===== config.mk =====
export PLATFORM = sky130hd
export DESIGN_NAME = msk_seq_demux
export DESIGN_NICKNAME = d
export VERILOG_FILES = /design/src/rtl/msk_seq_demux.sv
export SDC_FILE = /design/constraint.sdc
export NUM_CORES = 1
export LEC_CHECK = 0
export CAP_MARGIN = 20
export CORE_AREA = 4 4 41 43
export DETAILED_ROUTE_END_ITERATION = 8
export DIE_AREA = 0 0 45 47
export PLACE_DENSITY = 0.64
export SLEW_MARGIN = 20
export SYNTH_ARGS = -nofsm -noshare
export SYNTH_HDL_FRONTEND = slang
export SYNTH_SLANG_ARGS = --single-unit

===== constraint.sdc =====
create_clock -name clk -period 3.65 [get_ports clk]
set_input_delay 0.73 -clock clk [delete_from_list [all_inputs] [get_ports clk]]
set_output_delay 0.73 -clock clk [all_outputs]
set_load 0.02 [all_outputs]

===== src/rtl/msk_seq_demux.sv =====
// Masked serial-to-parallel demultiplexer.
// Collects up to NLANES masked bundles, one per accepted cycle, into lane
// registers and presents them together as one frame. A bundle flagged with
// in_last closes the frame early. Unwritten upper lanes are then cleared to
// the zero sharing.
// Data is only routed and registered. Shares are never combined, so share i of
// an input sharing always lands in share i of its lane.
//
// state | meaning
// ------+------------------------------------------------------------------
// FILL  | accepting bundles into lane[idx]; the partial frame is held while idle
// FULL  | frame presented on out_data; waiting for out_ready
module msk_seq_demux #(
   parameter int d      = 1,
   parameter int count  = 1,
   parameter int NLANES = 4
) (
   input  logic                                 clk,
   input  logic                                 rst,
   input  logic                                 in_valid,
   output logic                                 in_ready,
   input  logic                                 in_last,
   input  logic [count*d-1:0]                   in_data,
   output logic                                 out_valid,
   input  logic                                 out_ready,
   output logic [$clog2(NLANES+1)-1:0]          out_nlanes,
   output logic [NLANES*count*d-1:0]            out_data
);

   localparam int W  = count * d;
   localparam int IW = (NLANES > 1) ? $clog2(NLANES) : 1;
   localparam int NW = $clog2(NLANES + 1);

   typedef enum logic {
      FILL = 1'b0,
      FULL = 1'b1
   } state_t;

   state_t                     state_q, state_d;
   logic [IW-1:0]              idx_q, idx_d;
   logic [NLANES-1:0][W-1:0]   lanes_q, lanes_d;
   logic [NW-1:0]              nlanes_q, nlanes_d;
   logic                       accept;
   logic                       close;

   // Handshake outputs decode from state only, so there is no in_* to out_* path.
   assign in_ready   = (state_q == FILL);
   assign out_valid  = (state_q == FULL);
   assign out_nlanes = nlanes_q;
   assign out_data   = lanes_q;

   assign accept = (state_q == FILL) && in_valid;
   assign close  = accept && ((idx_q == IW'(NLANES - 1)) || in_last);

   // Next state: write the current lane, close the frame on the last lane or on in_last,
   // and release the frame on out_ready.
   always_comb begin
      state_d  = state_q;
      idx_d    = idx_q;
      lanes_d  = lanes_q;
      nlanes_d = nlanes_q;
      case (state_q)
         FILL: begin
            if (accept) begin
               lanes_d[idx_q] = in_data;
               if (close) begin
                  // Short frames leave the upper lanes as the zero sharing, not stale shares.
                  for (int k = 0; k < NLANES; k++) begin
                     if (k > int'(idx_q)) begin
                        lanes_d[k] = '0;
                     end
                  end
                  nlanes_d = NW'(idx_q) + NW'(1);
                  idx_d    = '0;
                  state_d  = FULL;
               end else begin
                  idx_d = idx_q + IW'(1);
               end
            end
         end
         FULL: begin
            if (out_ready) begin
               state_d = FILL;
            end
         end
         default: begin
            state_d = FILL;
         end
      endcase
   end

   // State and lane registers. Reset discards any partial frame.
   always_ff @(posedge clk) begin
      if (rst) begin
         state_q  <= FILL;
         idx_q    <= '0;
         lanes_q  <= '0;
         nlanes_q <= '0;
      end else begin
         state_q  <= state_d;
         idx_q    <= idx_d;
         lanes_q  <= lanes_d;
         nlanes_q <= nlanes_d;
      end
   end

endmodule


==> out/results.ini <==
[outcome]
status = finished clean

[min_path]
holdPathStages = 2
hold_path_class = reg2reg
hold-path-endpoint = out_data[3]
min_from = out_data[3]

[clocking]
post_cts.repair.setup_buffers = 0
cts_buffer_depth = 2
clock-sinks = 10
cts_buffers = 3
cts_tree = done
post_cts_resized = 0
cts_hold_buf = 0
htree_levels = 1
cts-root-buf = clkbuf_4
clkTransAtPathRegs_ps = 60
insertion_delay_ps = 260

[worst_setup_path]
cp_slowest_cell = clkdlybuf4s50_1
worstReg2RegStart = idx_q[0]
crit_chain = inv_1 > clkdlybuf4s50_1
worstRegToRegCells = 4
worstPathArrival_ps = 1260
startpoint_type = flip-flop
setup.worst_path.end_class = output port
rrSetupSlack_ps = 2180
crit_path_max_incr_delay_ps = 600
regToRegEndpoint = out_data[1]
path_buf_inv = 2
cp_top_family = buffers and inverters
crit_path_max_fanout = 4
critPathKind = reg2out
worst-endpoint-required_ps = 2920

[timing]
finalSetupViolations = 0
whs_ps = 478
slew_violations = 0
max_freq_ghz = 0.502
rsz0062_at_grt = no
setup_ws_ps = 1660
period_share_pct = 54.6
finClkSkew_ps = 4.86
maxSlewHeadroom_pct = 62.5
tightest_slew_ps = 561
fin_setup_tns_ps = 0
period_minus_slack_ps = 1990
hold_viol = 0

[global_route]
grt_overflow = 0
antenna_found_initial = 0
grt_pass1_vias = 403
grt_pass1_wl_um = 1770
grt_util_all_layers_pct = 11.9
grt_max_degree = 13

[final_layout]
utilization_pct = 51.1
final_cell_mix = 14 x clkdlybuf4s50_1, 10 x dfxtp_1, 7 x a21oi_1
fillers = 137
fin_cells = 86
stdcell_area_um2 = 664
areaGrowthSynthToFinish_pct = 29.5
n_antenna_cell = 0
layout-drive-gt1-share_pct = 11.3
final_nets = 84
final_common_cell = clkdlybuf4s50_1

[power_and_ir_drop]
p_leak_nw = 0.241
power.density_mw_per_mm2 = 343
peakVddDrop_mv = 0.184
finalPower_mw = 0.228

[place]
gp_congestion = 0.668
place_worst_setup_slack_ps = 1410
io_buffers = 14
dp_cells = 83
dp_hpwl_um = 711
dpl-instance-area_um2 = 642

[synthesis]
ys_warn_count = 0
ys_seq_area_share_pct = 39.0
ys_types = 20
synth_fp_nets = 69
avgSynthCellArea_um2 = 8.84
syn_area_um2 = 513
postSynthRegisterBits = 10
synth_cells = 58

[route]
drc = 0
route.vias.total = 424
ant_nets = 0
wl_per_cell_um = 11.9
drt_wl_total_um = 1020
drtIter0Drc = 1
first_pass_iters = 4
via_per_inst = 4.93

[floorplanning]
die_area_mm2 = 0.00212
die_w_um = 45
die_h_um = 47
start_util_pct = 39.4
core-area_mm2 = 0.00130
num_rows = 13
io_pins = 15

[run]
drv_cap = 0

-- worst register-to-register path: cells and delay by family, from the launching register on --
| kind | cells | cell delay, ps |
|---|---|---|
| AOI/OAI and AO/OA | 1 | 350 |
| DFF | 1 | 350 |
| and+or+nand+nor | 2 | 410 |
| adders and majority gates | 1 | 250 |
-- per-layer routing --
metal | vias to the layer above | global-route usage, % | share of wire, %
met4 | 0 | 5.26 | 1.2
met5 | - | 0 | 0
li1 | 227 | - | -
met2 | 13 | 16.1 | 39
met3 | 2 | 6.13 | 7.9
met1 | 182 | 15.7 | 51
-- synth_stat cells --
cell type	n	area share, %
nand3b_1	1	1.5
nor2b_1	3	3.7
nor2_2	2	2.4
buf_1	1	0.73
nand3_1	5	4.9
a31oi_1	1	1.2
dfxtp_1	10	39
nor3b_2	1	2.4
ha_1	5	12
o22ai_1	1	1.2
nand2b_1	1	1.2
a2111oi_2	1	2.9
buf_4	2	2.9
buf_6	1	2.2
a21oi_2	1	1.7
o21ai_0	6	5.9
or3_1	1	1.2
a21oi_1	7	6.8
nand2_1	4	2.9
inv_1	4	2.9
-- report_power, final --
part	switching, mW	internal [mW]	total (mW)
clock network	0.0362	0.0380	0.0742
logic	0.0206	0.0176	0.0382
registers	0.00282	0.113	0.116
-- registers in the layout, summed over array words and instances, names as in the netlist --
name / cells
out_data: 4
out_nlanes: 3
idx_q: 2
out_valid: 1
-- cell type report --
type / count / area [um2] / share of cell area (%)
Multi-Input combinational cell: 40 / 268 / 40.3
Timing Repair Buffer: 14 / 140 / 21.1
Sequential cell: 10 / 200 / 30.1
Clock buffer: 3 / 22.5 / 3.39
Inverter: 4 / 15.0 / 2.26
Tap cell: 15 / 18.8 / 2.82
-- how the worst max path moves through the flow --
| stage | startpoint | to | slack [ps] | cells past startpoint |
|---|---|---|---|---|
| floorplan | in_valid | out_data[1] | 2210 | 4 |
| global placement | in_valid | out_data[1] | 1440 | 4 |
| detailed placement | in_valid | out_data[1] | 1410 | 4 |
| CTS | out_valid | in_ready | 1650 | 2 |
| global route | in_valid | out_data[1] | 1580 | 4 |
| finish | out_valid | in_ready | 1660 | 2 |
-- logic make-up after synthesis --
group | synth area share, %
buffers and inverters | 8.78
and+or+nand+nor | 20.2
AOI/OAI and AO/OA | 19.8
adders and majority gates | 12.2
DFF | 39.0
(Power assumes the default switching activity.)
